File: config.mk
export PLATFORM = sky130hd
export DESIGN_NAME = wb_sdram_port_arbiter_flat
export DESIGN_NICKNAME = d
export VERILOG_FILES = /design/src/rtl/wb_sdram_port_arbiter_if.sv /design/src/rtl/wb_sdram_port_arbiter.sv /design/src/flat_wrapper.sv
export SDC_FILE = /design/constraint.sdc
export NUM_CORES = 1
export LEC_CHECK = 0
export BUFFER_PORTS_ARGS = -buffer_cell sky130_fd_sc_hd__buf_2
export CAP_MARGIN = 5
export CORE_AREA = 2 2 127 129
export CTS_CLUSTER_SIZE = 14
export DETAILED_ROUTE_END_ITERATION = 8
export DIE_AREA = 0 0 129 131
export GPL_ROUTABILITY_DRIVEN = 0
export PLACE_DENSITY = 0.55
export SYNTH_ARGS = -nofsm -noshare
export SYNTH_HDL_FRONTEND = slang
export SYNTH_SLANG_ARGS = --single-unit
export TNS_END_PERCENT = 50
File: constraint.sdc
create_clock -name wb_clk -period 2.8 [get_ports wb_clk]
set_input_delay 0.28 -clock wb_clk [delete_from_list [all_inputs] [get_ports wb_clk]]
set_output_delay 0.28 -clock wb_clk [all_outputs]
set_load 0.1 [all_outputs]
File: src/rtl/wb_sdram_port_arbiter_if.sv
// Bundle of the per-port Wishbone masters and the single SDRAM controller port.
// The arbiter uses the slave modport; the surrounding fabric uses the master modport.
interface wb_sdram_port_arbiter_if #(
  parameter int WB_PORTS = 2,
  parameter int AW       = 32,
  parameter int DW       = 32
);
  logic [WB_PORTS*AW-1:0]     wb_adr_i;
  logic [WB_PORTS*DW-1:0]     wb_dat_i;
  logic [WB_PORTS*DW/8-1:0]   wb_sel_i;
  logic [WB_PORTS-1:0]        wb_we_i;
  logic [WB_PORTS-1:0]        wb_cyc_i;
  logic [WB_PORTS-1:0]        wb_stb_i;
  logic [WB_PORTS*3-1:0]      wb_cti_i;
  logic [WB_PORTS*2-1:0]      wb_bte_i;
  logic [WB_PORTS*DW-1:0]     wb_dat_o;
  logic [WB_PORTS-1:0]        wb_ack_o;

  logic [AW-1:0]              m_adr_o;
  logic [DW-1:0]              m_dat_o;
  logic [DW/8-1:0]            m_sel_o;
  logic                       m_we_o;
  logic                       m_cyc_o;
  logic                       m_stb_o;
  logic [2:0]                 m_cti_o;
  logic [1:0]                 m_bte_o;
  logic [DW-1:0]              m_dat_i;
  logic                       m_ack_i;

  logic [WB_PORTS-1:0]        grant_o;

  modport slave (
    input  wb_adr_i, wb_dat_i, wb_sel_i, wb_we_i, wb_cyc_i, wb_stb_i, wb_cti_i, wb_bte_i,
    input  m_dat_i, m_ack_i,
    output wb_dat_o, wb_ack_o,
    output m_adr_o, m_dat_o, m_sel_o, m_we_o, m_cyc_o, m_stb_o, m_cti_o, m_bte_o,
    output grant_o
  );

  modport master (
    output wb_adr_i, wb_dat_i, wb_sel_i, wb_we_i, wb_cyc_i, wb_stb_i, wb_cti_i, wb_bte_i,
    output m_dat_i, m_ack_i,
    input  wb_dat_o, wb_ack_o,
    input  m_adr_o, m_dat_o, m_sel_o, m_we_o, m_cyc_o, m_stb_o, m_cti_o, m_bte_o,
    input  grant_o
  );
endinterface

File: src/rtl/wb_sdram_port_arbiter.sv
// Round-robin arbiter sharing one SDRAM controller Wishbone slave among WB_PORTS masters.
// A grant is held for the whole Wishbone cycle (bursts included), then priority rotates.
//
// state | meaning
// ------+-----------------------------------------------------------
// IDLE  | no grant; m_* held at 0; picks next requester after last
// BUSY  | grant held; m_* muxed from granted port until end of cycle
module wb_sdram_port_arbiter #(
  parameter int WB_PORTS = 2,
  parameter int AW       = 32,
  parameter int DW       = 32
) (
  input logic                  wb_clk,
  input logic                  wb_rst,
  wb_sdram_port_arbiter_if.slave bus
);

  localparam int IW = (WB_PORTS > 1) ? $clog2(WB_PORTS) : 1;

  typedef enum logic {IDLE, BUSY} state_t;

  state_t              state, state_nxt;
  logic [IW-1:0]       gidx, gidx_nxt;
  logic [IW-1:0]       last, last_nxt;
  logic [WB_PORTS-1:0] grant, grant_nxt;
  logic [WB_PORTS-1:0] req;

  logic                pick_vld;
  logic [IW-1:0]       pick;
  logic [IW:0]         cand;

  logic [AW-1:0]       g_adr;
  logic [DW-1:0]       g_dat;
  logic [DW/8-1:0]     g_sel;
  logic                g_we;
  logic                g_cyc;
  logic                g_stb;
  logic [2:0]          g_cti;
  logic [1:0]          g_bte;
  logic                release_c;

  assign req = bus.wb_cyc_i & bus.wb_stb_i;

  // Scan from last+1 upward with wrap-around; first requester wins.
  always_comb begin
    pick_vld = 1'b0;
    pick     = '0;
    cand     = '0;
    for (int k = 1; k <= WB_PORTS; k++) begin
      cand = {1'b0, last} + (IW+1)'(k);
      if (cand >= (IW+1)'(WB_PORTS))
        cand = cand - (IW+1)'(WB_PORTS);
      if (!pick_vld && req[cand[IW-1:0]]) begin
        pick_vld = 1'b1;
        pick     = cand[IW-1:0];
      end
    end
  end

  always_comb begin
    g_adr = '0;
    g_dat = '0;
    g_sel = '0;
    g_we  = 1'b0;
    g_cyc = 1'b0;
    g_stb = 1'b0;
    g_cti = '0;
    g_bte = '0;
    for (int i = 0; i < WB_PORTS; i++) begin
      if (gidx == IW'(i)) begin
        g_adr = bus.wb_adr_i[i*AW +: AW];
        g_dat = bus.wb_dat_i[i*DW +: DW];
        g_sel = bus.wb_sel_i[i*(DW/8) +: (DW/8)];
        g_we  = bus.wb_we_i[i];
        g_cyc = bus.wb_cyc_i[i];
        g_stb = bus.wb_stb_i[i];
        g_cti = bus.wb_cti_i[i*3 +: 3];
        g_bte = bus.wb_bte_i[i*2 +: 2];
      end
    end
  end

  // Classic cycle or end-of-burst ack finishes the cycle; a dropped cyc abandons it.
  assign release_c = (state == BUSY) &&
                     ((bus.m_ack_i && (g_cti == 3'b000 || g_cti == 3'b111)) || !g_cyc);

  always_ff @(posedge wb_clk or posedge wb_rst) begin
    if (wb_rst) begin
      state <= IDLE;
      grant <= '0;
      gidx  <= '0;
      last  <= IW'(WB_PORTS - 1);
    end else begin
      state <= state_nxt;
      grant <= grant_nxt;
      gidx  <= gidx_nxt;
      last  <= last_nxt;
    end
  end

  always_comb begin
    state_nxt = state;
    grant_nxt = grant;
    gidx_nxt  = gidx;
    last_nxt  = last;
    case (state)
      IDLE: begin
        if (pick_vld) begin
          state_nxt = BUSY;
          gidx_nxt  = pick;
          grant_nxt = WB_PORTS'(1) << pick;
        end
      end
      BUSY: begin
        if (release_c) begin
          state_nxt = IDLE;
          grant_nxt = '0;
          last_nxt  = gidx;
        end
      end
      default: begin
        state_nxt = IDLE;
        grant_nxt = '0;
      end
    endcase
  end

  // State resets asynchronously, so every controller-side output drops with wb_rst.
  always_comb begin
    bus.m_adr_o  = '0;
    bus.m_dat_o  = '0;
    bus.m_sel_o  = '0;
    bus.m_we_o   = 1'b0;
    bus.m_cyc_o  = 1'b0;
    bus.m_stb_o  = 1'b0;
    bus.m_cti_o  = '0;
    bus.m_bte_o  = '0;
    bus.wb_ack_o = '0;
    if (state == BUSY) begin
      bus.m_adr_o  = g_adr;
      bus.m_dat_o  = g_dat;
      bus.m_sel_o  = g_sel;
      bus.m_we_o   = g_we;
      bus.m_cyc_o  = g_cyc;
      bus.m_stb_o  = g_stb;
      bus.m_cti_o  = g_cti;
      bus.m_bte_o  = g_bte;
      bus.wb_ack_o = grant & {WB_PORTS{bus.m_ack_i}};
    end
  end

  assign bus.wb_dat_o = {WB_PORTS{bus.m_dat_i}};
  assign bus.grant_o  = grant;

endmodule

File: src/flat_wrapper.sv
// flat-port wrapper written by rule: the top's interface ports become plain ports
module wb_sdram_port_arbiter_flat 
#(
  parameter int WB_PORTS = 2,
  parameter int AW       = 32,
  parameter int DW       = 32
)
  (wb_clk, wb_rst, bus_wb_adr_i, bus_wb_dat_i, bus_wb_sel_i, bus_wb_we_i, bus_wb_cyc_i, bus_wb_stb_i, bus_wb_cti_i, bus_wb_bte_i, bus_m_dat_i, bus_m_ack_i, bus_wb_dat_o, bus_wb_ack_o, bus_m_adr_o, bus_m_dat_o, bus_m_sel_o, bus_m_we_o, bus_m_cyc_o, bus_m_stb_o, bus_m_cti_o, bus_m_bte_o, bus_grant_o);
  wb_sdram_port_arbiter_if #(.WB_PORTS(WB_PORTS), .AW(AW), .DW(DW)) bus_i ();
  input logic wb_clk;
  input logic wb_rst;
  input wire logic [$bits(bus_i.wb_adr_i)-1:0] bus_wb_adr_i;
  input wire logic [$bits(bus_i.wb_dat_i)-1:0] bus_wb_dat_i;
  input wire logic [$bits(bus_i.wb_sel_i)-1:0] bus_wb_sel_i;
  input wire logic [$bits(bus_i.wb_we_i)-1:0] bus_wb_we_i;
  input wire logic [$bits(bus_i.wb_cyc_i)-1:0] bus_wb_cyc_i;
  input wire logic [$bits(bus_i.wb_stb_i)-1:0] bus_wb_stb_i;
  input wire logic [$bits(bus_i.wb_cti_i)-1:0] bus_wb_cti_i;
  input wire logic [$bits(bus_i.wb_bte_i)-1:0] bus_wb_bte_i;
  input wire logic [$bits(bus_i.m_dat_i)-1:0] bus_m_dat_i;
  input wire logic [$bits(bus_i.m_ack_i)-1:0] bus_m_ack_i;
  output wire logic [$bits(bus_i.wb_dat_o)-1:0] bus_wb_dat_o;
  output wire logic [$bits(bus_i.wb_ack_o)-1:0] bus_wb_ack_o;
  output wire logic [$bits(bus_i.m_adr_o)-1:0] bus_m_adr_o;
  output wire logic [$bits(bus_i.m_dat_o)-1:0] bus_m_dat_o;
  output wire logic [$bits(bus_i.m_sel_o)-1:0] bus_m_sel_o;
  output wire logic [$bits(bus_i.m_we_o)-1:0] bus_m_we_o;
  output wire logic [$bits(bus_i.m_cyc_o)-1:0] bus_m_cyc_o;
  output wire logic [$bits(bus_i.m_stb_o)-1:0] bus_m_stb_o;
  output wire logic [$bits(bus_i.m_cti_o)-1:0] bus_m_cti_o;
  output wire logic [$bits(bus_i.m_bte_o)-1:0] bus_m_bte_o;
  output wire logic [$bits(bus_i.grant_o)-1:0] bus_grant_o;
  assign bus_i.wb_adr_i = bus_wb_adr_i;
  assign bus_i.wb_dat_i = bus_wb_dat_i;
  assign bus_i.wb_sel_i = bus_wb_sel_i;
  assign bus_i.wb_we_i = bus_wb_we_i;
  assign bus_i.wb_cyc_i = bus_wb_cyc_i;
  assign bus_i.wb_stb_i = bus_wb_stb_i;
  assign bus_i.wb_cti_i = bus_wb_cti_i;
  assign bus_i.wb_bte_i = bus_wb_bte_i;
  assign bus_i.m_dat_i = bus_m_dat_i;
  assign bus_i.m_ack_i = bus_m_ack_i;
  assign bus_wb_dat_o = bus_i.wb_dat_o;
  assign bus_wb_ack_o = bus_i.wb_ack_o;
  assign bus_m_adr_o = bus_i.m_adr_o;
  assign bus_m_dat_o = bus_i.m_dat_o;
  assign bus_m_sel_o = bus_i.m_sel_o;
  assign bus_m_we_o = bus_i.m_we_o;
  assign bus_m_cyc_o = bus_i.m_cyc_o;
  assign bus_m_stb_o = bus_i.m_stb_o;
  assign bus_m_cti_o = bus_i.m_cti_o;
  assign bus_m_bte_o = bus_i.m_bte_o;
  assign bus_grant_o = bus_i.grant_o;
  wb_sdram_port_arbiter #(.WB_PORTS(WB_PORTS), .AW(AW), .DW(DW)) u_core (.wb_clk(wb_clk), .wb_rst(wb_rst), .bus(bus_i));
endmodule
**After elaboration in Yosys (flattened, before gate mapping)**

Index checks and enable logic that the tools add are counted.

- Output and inout port bits: 144
- Bits in registers: 5
- Input bits: 187
- Logic and storage cells: 63

- Bitwise logic cells: 3
- Multiplexer cells: 33
- Order comparisons: 4
- Shifts and indexed selects: 1
- Reductions and logical operators: 11
- Equal/unequal tests: 3
- $add $sub $neg: 4

Operators with widths:

| operator | number |
|---|---|
| $mux W32 | 4 |
| $mux W1 | 18 |
| $mux W2 | 5 |
| $mux W4 | 2 |
| $mux W3 | 2 |
| $reduce_and A2 Y1 | 3 |
| $and A2 B2 Y2 | 2 |
| $ge A2 B2 Y1 const B | 2 |
| $lt A1 B2 Y1 const B | 2 |
| $pmux W2 S2 | 1 |
| $eq A3 B3 Y1 const B | 1 |
| $logic_and A1 B1 Y1 | 3 |
| $logic_not A3 Y1 | 1 |
| $add A1 B1 Y2 const B | 1 |
| $add A1 B2 Y2 const B | 1 |
| $logic_not A1 Y1 | 2 |
| $logic_or A1 B1 Y1 | 2 |
| $ne A2 B1 Y1 const B | 1 |
| $ne A2 B2 Y1 const B | 1 |
| $pmux W1 S2 | 1 |
| $shl A1 B1 Y2 const A | 1 |
| $sub A1 B1 Y1 const B | 2 |
| $not A1 Y1 | 1 |

**Depth between registers and ports, before layout**

Gate-level depths: netlist of the first run.

- Depth in word-level cells: 12
- Gate-level depth with buffers: 5
- Depth with buffers taken out: 4

**Least setup slack after synthesis of the first run**

Ideal clock, no wire load.

- Path type: reg2out
- Start: register u_core.gidx
- End: output port bus_m_adr_o[18]
- Path buffers: 3
- Stages on the path, launching flop included: 6
- Slack: 69 ps
- Data arrival time: 2451 ps
- Data required time: 2520 ps
- Path through: dfrtp_1 -> buf_4 -> clkbuf_1 -> buf_2 -> mux2i_1 -> nor2_1

- Cells in the longest elaborated chain, start to end: 2

Ends and longest elaborated chain:

| item | RTL line | text |
|---|---|---|
| start, declared | wb_sdram_port_arbiter.sv:23 | `logic [IW-1:0] gidx, gidx_nxt;` |
| start signal, assigned | wb_sdram_port_arbiter.sv:96 | `gidx <= gidx_nxt;` |
| $mux W32 | wb_sdram_port_arbiter.sv:70 | `if (gidx == IW'(i)) begin` |
| $mux W32 | wb_sdram_port_arbiter.sv:139 | `if (state == BUSY) begin` |
| end, declared | flat_wrapper.sv:24 | `output wire logic [$bits(bus_i.m_adr_o)-1:0] bus_m_adr_o;` |

No other way between the ends.

**Worst setup path in the final report of the first run**

- Start: register u_core.state
- End: output port bus_m_bte_o[0]

- Cells in the longest elaborated chain, start to end: 1

Ends and longest elaborated chain:

| item | RTL line | text |
|---|---|---|
| start, declared | wb_sdram_port_arbiter.sv:22 | `state_t state, state_nxt;` |
| start signal, assigned | wb_sdram_port_arbiter.sv:94 | `state <= state_nxt;` |
| $mux W2 | wb_sdram_port_arbiter.sv:139 |  |
| end, declared | flat_wrapper.sv:31 | `output wire logic [$bits(bus_i.m_bte_o)-1:0] bus_m_bte_o;` |

No other way between the ends.

==> run_results.csv, run 1 <==
group,metric,value,unit
synth,synth_edf_count,0,
clock_network,cts_buffers,3,
global_routing,grt_pass1_wl,9.57,mm
global_routing,antenna_found_initial,0,
route,drt-pass1-iter-count,4,
finish,diodes,0,
clock_network,insertion_delay,230,ps
clock_network,clkTransAtPathRegs,30,ps
global_routing,overflow,0,
clock_network,cts_max_level,1,
clock_network,cts_num_sinks,5,
synth,synth.net_count,450,
finish,n_fill_cell,1811,
synth,avgSynthCellArea,7.15,sq um
clock_network,cts_tree,"built",
timing,setup_viol,0,
clock_network,clock_path_buffers,2,
clock_network,root_buffer,"clkbuf_16",
synth,mappedNetlistArea,1880,sq um
critical_path,required,2520,ps
timing,rsz0062_at_grt,"false",
timing,final.setup.tns,0,ps
synth,synth_seq_cells,5,
synth,yosysUniqueCellTypes,25,
route,wl_met1,2.61,mm
global_routing,grt_pass1_vias,1980,
synth,ys_seq_area_share,6.72,%
clock_network,post-cts-setup-buffers,0,
die,die_y,131,microns
route,via_count,2265,
clock_network,post_cts_resized,0,
finish,syn_to_final_growth,55.7,%
route,wl,7.08,mm
job,drv_cap,0,
finish,num-nets-final,613,
route,ant_nets,0,
hold_path,worst_hold_path_type,"input port to register",
placement,dp_hpwl,5.94,mm
timing,finalCriticalPeriod,2120,ps
route,drt_drc_violations_left,0,
finish,drive_gt1_share,58.4,%
timing,maxSlewHeadroom,65.2,%
route,wire_per_inst,11.0,microns
synth,yosys_most_used_dff,"dfrtp_1",
placement,portBuffers,234,
route,top_layer_used,"met4",
die,die_area,16900,sq um
die,io_pins,331,
global_routing,grt_max_degree,38,
timing,hold_viol,0,
route,viasPerCell,3.53,
route,dr_wl_met3,683,microns
timing,fmax,0.471,GHz
critical_path,endpoint_kind,"output pin",
die,rows,46,
critical_path,start_kind,"register",
timing,fin_crit_sh,75.8,%
critical_path,crit_arrival,1840,ps
route,drtIter0Drc,80,
die,core,15600,sq um
synth,async_flop_share,100,%
die,die_w,129,microns
timing,fin_skew,0.307,ps
route,wl_met2,3.44,mm
run_status,status,"finished clean",
synth,ys_warn_count,0,
critical_path,critPathKind,"register to output pin",
synth,syn_inst,263,
critical_path,crit_fanout,25,
timing,drv_slew,0,
timing,worst_pin_slew,525,ps
global_routing,gr-usage-all-layers,7.23,%
die,initial_core_util,12.1,%
## worst paths after layout
kind | endpoint | start | depth (start not counted) | slack (ps)
setup / recovery | bus_m_bte_o[0] | u_core.state | 4 | 680
hold / removal | u_core.last | bus_wb_cyc_i[0] | 3 | 340
setup reg to reg | u_core.bus.grant_o[0] | u_core.gidx | 4 | 870
hold reg to reg | u_core.last | u_core.last | 2 | 520
max in group asynchronous | u_core.last | wb_rst | 3 | 2040
min in group asynchronous | u_core.bus.grant_o[0] | wb_rst | 3 | 510
## stage by stage
stage	worst slack [ps]	std cells	cell area [sq um]	hold slack [ps]	util [%]
after global routing	564	641	2930	355	18.8
final	678	641	2930	338	18.8
after global placement	902	636	2840	194	18.2
after floorplan	69.0	263	1880	57.8	-
after detailed placement	878	636	2840	203	18.2
after CTS	665	641	2930	339	18.8
## metal layers
metal | vias to the layer above | track usage [%]
met1 | 941 | 7.47
met5 | - | 0
met4 | 0 | 4.86
li1 | 1136 | -
met2 | 146 | 13.1
met3 | 42 | 1.63
## placed cells by master (no fill, tap or decap)
cell / synthesis / routed
nor2_1: 78 / 78
a21oi_1: 1 / 1
inv_2: 0 / 1
inv_1: 1 / 1
and3_1: 3 / 3
buf_2: 5 / 234
nor3_1: 1 / 1
nand2_1: 3 / 3
buf_12: 0 / 3
clkbuf_1: 9 / 1
dlygate4sd3_1: 0 / 1
or2_2: 1 / 1
a311oi_1: 1 / 1
mux2i_1: 76 / 76
or4b_4: 1 / 1
a31o_2: 1 / 1
clkbuf_16: 0 / 3
buf_4: 65 / 1
a221o_1: 1 / 1
nand3_1: 1 / 1
nor2b_1: 1 / 1
dfstp_2: 1 / 1
a31oi_1: 2 / 2
nand4_1: 2 / 2
dfrtp_4: 0 / 1
o21ai_0: 1 / 1
dfrtp_1: 4 / 3
a21bo_2: 1 / 1
## registers in the layout, summed over array words and instances (netlist names)
name	count
u_core.gidx	1
u_core.last	1
u_core.state	1
u_core.bus.grant_o	2
## cell type report
cell class | instances | area, sq um | area share (%)
Sequential cell | 5 | 130 | 4.44
Timing Repair Buffer | 239 | 1250 | 42.6
Multi-Input combinational cell | 175 | 1190 | 40.7
Inverter | 2 | 7.51 | 0.256
Clock buffer | 4 | 78.8 | 2.69
Tap cell | 216 | 270 | 9.23
## synthesized netlist by cell type (2+ instances only)
cell type  count  area share [%]
and3_1         3             1.0
buf_4         65              26
a31oi_1        2            0.67
clkbuf_1       9             1.8
dfrtp_1        4             5.3
buf_2          5             1.3
mux2i_1       76              40
nor2_1        78              16
nand2_1        3            0.60
buf_1          2            0.40
nand4_1        2            0.67
## critical path, stage by stage, from the launching register on
cell and delay (ps):
dfrtp_1 470, inv_2 240, buf_4 290, nor2_1 160
buf_2 450
## logic make-up (layout without fill, tap and decap cells)
family | count (synthesis) | in the layout | synth area share (%)
mux | 76 | 76 | 40.5
flops | 5 | 5 | 6.72
simple gates | 91 | 91 | 19.8
compound gates | 8 | 8 | 3.19
buf+inv | 83 | 245 | 29.9
## timing repair
action,in CTS,in global routing
hold endpoints to repair,4,0
hold buffers,1,0
setup endpoints to repair,0,0
Power of run 1 is not shown: default switching activity piles up to over one toggle a cycle in this logic, so the estimate is an artifact.
==> run 2: changes to the inputs <==
Clock period 2.8 ns to 2 ns, I/O delays scaled along.
==> run 2 against run 1 <==
Final cell count grew 1.1%. Global-route usage grew 1.3 points. Via count increased by 3.0%. Critical path type is now register to register.
==> run_results.csv, run 2 (synthesis gave the netlist of run 1 again) <==
group,metric,value,unit
hold_path,worst_hold_path_type,"input port to register",
die,die_y,131,microns
finish,largest_reg_flops,2,
global_routing,grt_pass1_wl,11.3,mm
global_routing,busiest_layer,"met2",
critical_path,crit_arrival,2030,ps
critical_path,start_kind,"register",
route,drtIter0Drc,51,
timing,worst_pin_slew,502,ps
finish,design_area,4550,sq um
finish,finalNonFillerCells,648,
timing,final.setup.worst_slack,79.2,ps
critical_path,path_cells,"mux2i_2 -> or4b_4 -> and3_1 -> a221o_1",
timing,fin_crit_sh,96.0,%
clock_network,cts_num_sinks,5,
global_routing,grt_max_degree,33,
finish,drive_gt1_share,75.7,%
pwr,total_power,10.1,mW
timing,fmax,0.521,GHz
timing,timing.hold.ws,249,ps
placement,portBuffers,234,
pwr,peakVddDrop,994,uV
critical_path,critPathKind,"register to register",
placement,dp_hpwl,6.80,mm
route,viasPerCell,3.60,
critical_path,required,2110,ps
clock_network,cts_tree,"built",
finish,multiInputGateArea,1570,sq um
clock_network,cts_buffers,3,
die,initial_core_util,12.1,%
timing,setup_viol,0,
pwr,p_leak,2.14,nW
global_routing,overflow,0,
finish,seqCellArea,130,sq um
timing,drv_slew,0,
finish,syn_to_final_growth,142,%
clock_network,cts_max_level,1,
critical_path,worst-path-buf-inv,0,
global_routing,grt_pass1_vias,2237,
clock_network,post-cts-setup-buffers,0,
global_routing,use_met2,15.4,%
job,drv_cap,0,
finish,postLayoutCoreUtil,29.2,%
finish,n_fill_cell,1624,
finish,final_cell_mix,"buf_2, buf_12, mux2i_1",
critical_path,crit_fanout,6,
die,die_w,129,microns
timing,maxSlewHeadroom,66.7,%
die,rows,46,
run_status,status,"finished clean",
die,io_pins,331,
placement,post-place-ws,99.9,ps
critical_path,critPathSlowestCell,"dfrtp_4",
placement,postPlaceCellArea,4420,sq um
global_routing,use_met3,3.09,%
global_routing,gr-usage-all-layers,8.53,%
global_routing,grt_use_met1,9.72,%
clock_network,clkTransAtPathRegs,30,ps
timing,rsz0062_at_grt,"false",
timing,finalCriticalPeriod,1920,ps
route,via_count,2333,
pwr,cellPowerDensity,2220,nW/um^2
route,wire_per_inst,12.2,microns
finish,layout_commonest_cell,"buf_2",
finish,num-nets-final,620,
die,die_area,16900,sq um
global_routing,antenna_found_initial,0,
critical_path,crit_family,"simple AND/OR/NAND/NOR gates",
route,ant_nets,0,
critical_path,endpoint_kind,"register",
timing,hold_viol,0,
die,core,15600,sq um
clock_network,root_buffer,"clkbuf_16",
clock_network,insertion_delay,230,ps
route,wl,7.90,mm
route,drt_drc_violations_left,0,
timing,final.setup.tns,0,ps
critical_path,crit_path_max_incr_delay,530,ps
route,drt-pass1-iter-count,4,
finish,diodes,0,
timing,fin_skew,0.946,ps
placement,placed_cells,643,
clock_network,clock_path_buffers,2,
==> run 2: changes by cell type in the layout (fill, tap and decap cells not counted), sizes merged <==
cell and change:
bufbuf +1, buf +6
==> run 2: metal layers <==
metal	wire [microns]	up-vias
li1	-	1157
met1	2990	1041
met2	4150	114
met3	657	21
met4	99	0
met5	0	-
==> run 2: what timing repair did <==
item / CTS / global route
gates resized for setup: 1 / 1
setup endpoints to repair: 10 / 10
cloned: 1 / 0
pin swaps: 0 / 0
hold endpoints to repair: 4 / 0
hold buffers: 1 / 0
==> run 2: tightest hold or removal path: stages <==
cell and delay (ps):
buf_2 120, nand4_1 70, nand3_1 70
==> run 2: worst paths after layout <==
path                            startpoint                    end  slack (ps)  depth (start not counted)
max                            u_core.gidx  u_core.bus.grant_o[0]          80                          4
min                        bus_wb_cyc_i[0]            u_core.last         250                          3
max reg2reg                    u_core.gidx  u_core.bus.grant_o[0]          80                          4
min reg2reg                    u_core.last            u_core.last         510                          2
max in group asynchronous           wb_rst            u_core.last        1310                          3
min in group asynchronous           wb_rst            u_core.gidx         450                          3
==> run 2: layout make-up <==
class                           instances  share of cell area (%)
Timing Repair Buffer                  246                    54.7
Multi-Input combinational cell        175                    34.5
Tap cell                              216                    5.94
Sequential cell                         5                    2.86
Clock buffer                            4                    1.73
Inverter                                2                   0.275
==> run 2: power by group <==
group	leakage (nW)	switching [mW]	total (mW)	internal, mW
clock network	0.0382	0.0635	0.327	0.264
logic	2.04	6.18	9.49	3.31
registers	0.0591	0.0914	0.254	0.162
Power figures use the tool's default switching activity.
==> run 3: changes to the inputs <==
Settings changed: CELL_PAD_IN_SITES_DETAIL_PLACEMENT from default to 1, CELL_PAD_IN_SITES_GLOBAL_PLACEMENT from default to 1, CORE_AREA 2 2 127 129 to 2 2 130 132, DIE_AREA 0 0 129 131 to 0 0 132 134, PLACE_DENSITY 0.55 to 0.77.
==> run 3 against run 2 <==
Register-to-register slack about the same. Hold slack worse by 4.9 ps. Maximum frequency barely moved. Final cell count increased by 0.62%. Clock skew shrank 0.54 ps. Die area grew 4.7%. Wire length increased by 16%. Critical endpoint is now bus_m_adr_o[28]. Highest routed layer unchanged.
==> run_results.csv, run 3 (synthesis gave the netlist of run 1 again) <==
group,metric,value,unit
finish,n_fill_cell,1899,
clock_network,clock_path_buffers,2,
critical_path,start_kind,"register",
global_routing,antenna_found_initial,0,
finish,diodes,0,
route,drt_drc_violations_left,0,
critical_path,rr_endpoint,"u_core.bus.grant_o[0]",
timing,finalCriticalPeriod,1920,ps
critical_path,crit_path_max_incr_delay,460,ps
route,via_count,2414,
critical_path,crit_fanout,46,
timing,setup_viol,0,
timing,fin_crit_sh,96.1,%
critical_path,cp-startpoint,"u_core.gidx",
hold_path,worst_hold_path_type,"input port to register",
die,die_w,132,microns
global_routing,gr-usage-all-layers,10.1,%
timing,worst_pin_slew,562,ps
global_routing,grt_max_degree,47,
route,wire_per_inst,14.1,microns
route,drt-pass1-iter-count,4,
timing,fmax,0.521,GHz
finish,largest_reg_flops,2,
clock_network,clkTransAtPathRegs,30,ps
pwr,cellPowerDensity,2250,nW/um^2
critical_path,endpoint_kind,"output pin",
hold_path,holdPathStages,3,
die,io_pins,331,
critical_path,crit_arrival,1720,ps
critical_path,path_cells,"buf_12 -> mux2i_1 -> nor2_4 -> clkbuf_4",
finish,finalNonFillerCells,652,
route,drtIter0Drc,32,
route,wl_met1,2.98,mm
clock_network,cts_tree,"built",
placement,dp_hpwl,8.18,mm
hold_path,min_to,"u_core.last",
finish,postLayoutCoreUtil,25.6,%
finish,layout_commonest_cell,"buf_2",
timing,maxSlewHeadroom,62.8,%
placement,placed_cells,647,
global_routing,grt_pass1_vias,2662,
critical_path,critPathSlowestCell,"dfrtp_4",
hold_path,hp-start,"bus_wb_cyc_i[0]",
pwr,peakVddDrop,933,uV
placement,postPlaceCellArea,4070,sq um
route,dr_wl_met3,966,microns
global_routing,overflow,0,
global_routing,grt_pass1_wl,14.0,mm
critical_path,required,1800,ps
clock_network,cts_max_level,1,
die,die_y,134,microns
timing,timing.hold.ws,244,ps
placement,portBuffers,234,
critical_path,critPathKind,"register to output pin",
run_status,status,"finished clean",
finish,syn_to_final_growth,122,%
route,top_layer_used,"met4",
timing,hold_viol,0,
finish,drive_gt1_share,75.5,%
pwr,total_power,9.41,mW
clock_network,cts_num_sinks,5,
clock_network,insertion_delay,230,ps
timing,final.setup.worst_slack,78.8,ps
placement,post-place-ws,91.5,ps
timing,drv_slew,0,
route,wl_met2,4.86,mm
route,viasPerCell,3.70,
clock_network,root_buffer,"clkbuf_16",
finish,final_cell_mix,"buf_2, mux2i_1, buf_12",
timing,final.setup.tns,0,ps
die,rows,47,
critical_path,reg2reg_from,"u_core.gidx",
die,die_area,17700,sq um
pwr,p_leak,2.03,nW
critical_path,r2r_slack,80,ps
die,core,16300,sq um
finish,num-nets-final,620,
timing,fin_skew,0.405,ps
finish,seqCellArea,130,sq um
clock_network,post-cts-setup-buffers,0,
route,ant_nets,0,
clock_network,cts_buffers,3,
job,drv_cap,0,
finish,multiInputGateArea,1570,sq um
critical_path,reg2reg_depth,4,
die,initial_core_util,11.5,%
finish,design_area,4170,sq um
route,wl,9.17,mm
## run 3: changes by cell type in the layout (fill, tap and decap cells not counted), sizes merged
cell / previous run / this run
bufbuf: 1 / 0
clkbuf: 4 / 9
buf: 244 / 240
## run 3: power breakdown
part	internal, mW	leakage [nW]	switching [mW]
logic	2.72	1.93	6.11
clock network	0.264	0.0382	0.0678
registers	0.162	0.0591	0.0834
total	3.14	2.03	6.26
## run 3: critical path: cells and delay by family (launching register included)
kind          cells  cell delay (ps)
mux               1              370
flops             1              460
buf+inv           2              570
simple gates      1               40
## run 3: worst max path at each step
stage          slack [ps]  cells after the start                    end
6_report               80                      4        bus_m_adr_o[28]
5_1_grt              -0.8                      4        bus_m_adr_o[27]
4_1_cts                10                      4         bus_m_dat_o[9]
3_5_place_dp           90                      4  u_core.bus.grant_o[0]
3_3_place_gp          120                      4  u_core.bus.grant_o[0]
2_1_floorplan        -410                      3         bus_m_cti_o[2]
## run 3: cell type report
type                    count  share of cell area (%)
inverters                   2                   0.300
flip-flops and latches      5                    3.12
clock buffers               4                    1.89
well taps                 220                    6.60
repair buffers            246                    50.6
multi-input cells         175                    37.5
## run 3: timing repair
item | CTS | global route
hold buffers | 1 | 0
endpoints found under the setup margin | 0 | 25
endpoints found under the hold margin | 4 | 0
gates resized for setup | 0 | 6
## run 3: metal layers
metal	global-route usage [%]	up-vias
li1	-	1161
met1	9.54	1076
met2	19.0	142
met3	3.74	35
met4	5.19	0
met5	0	-
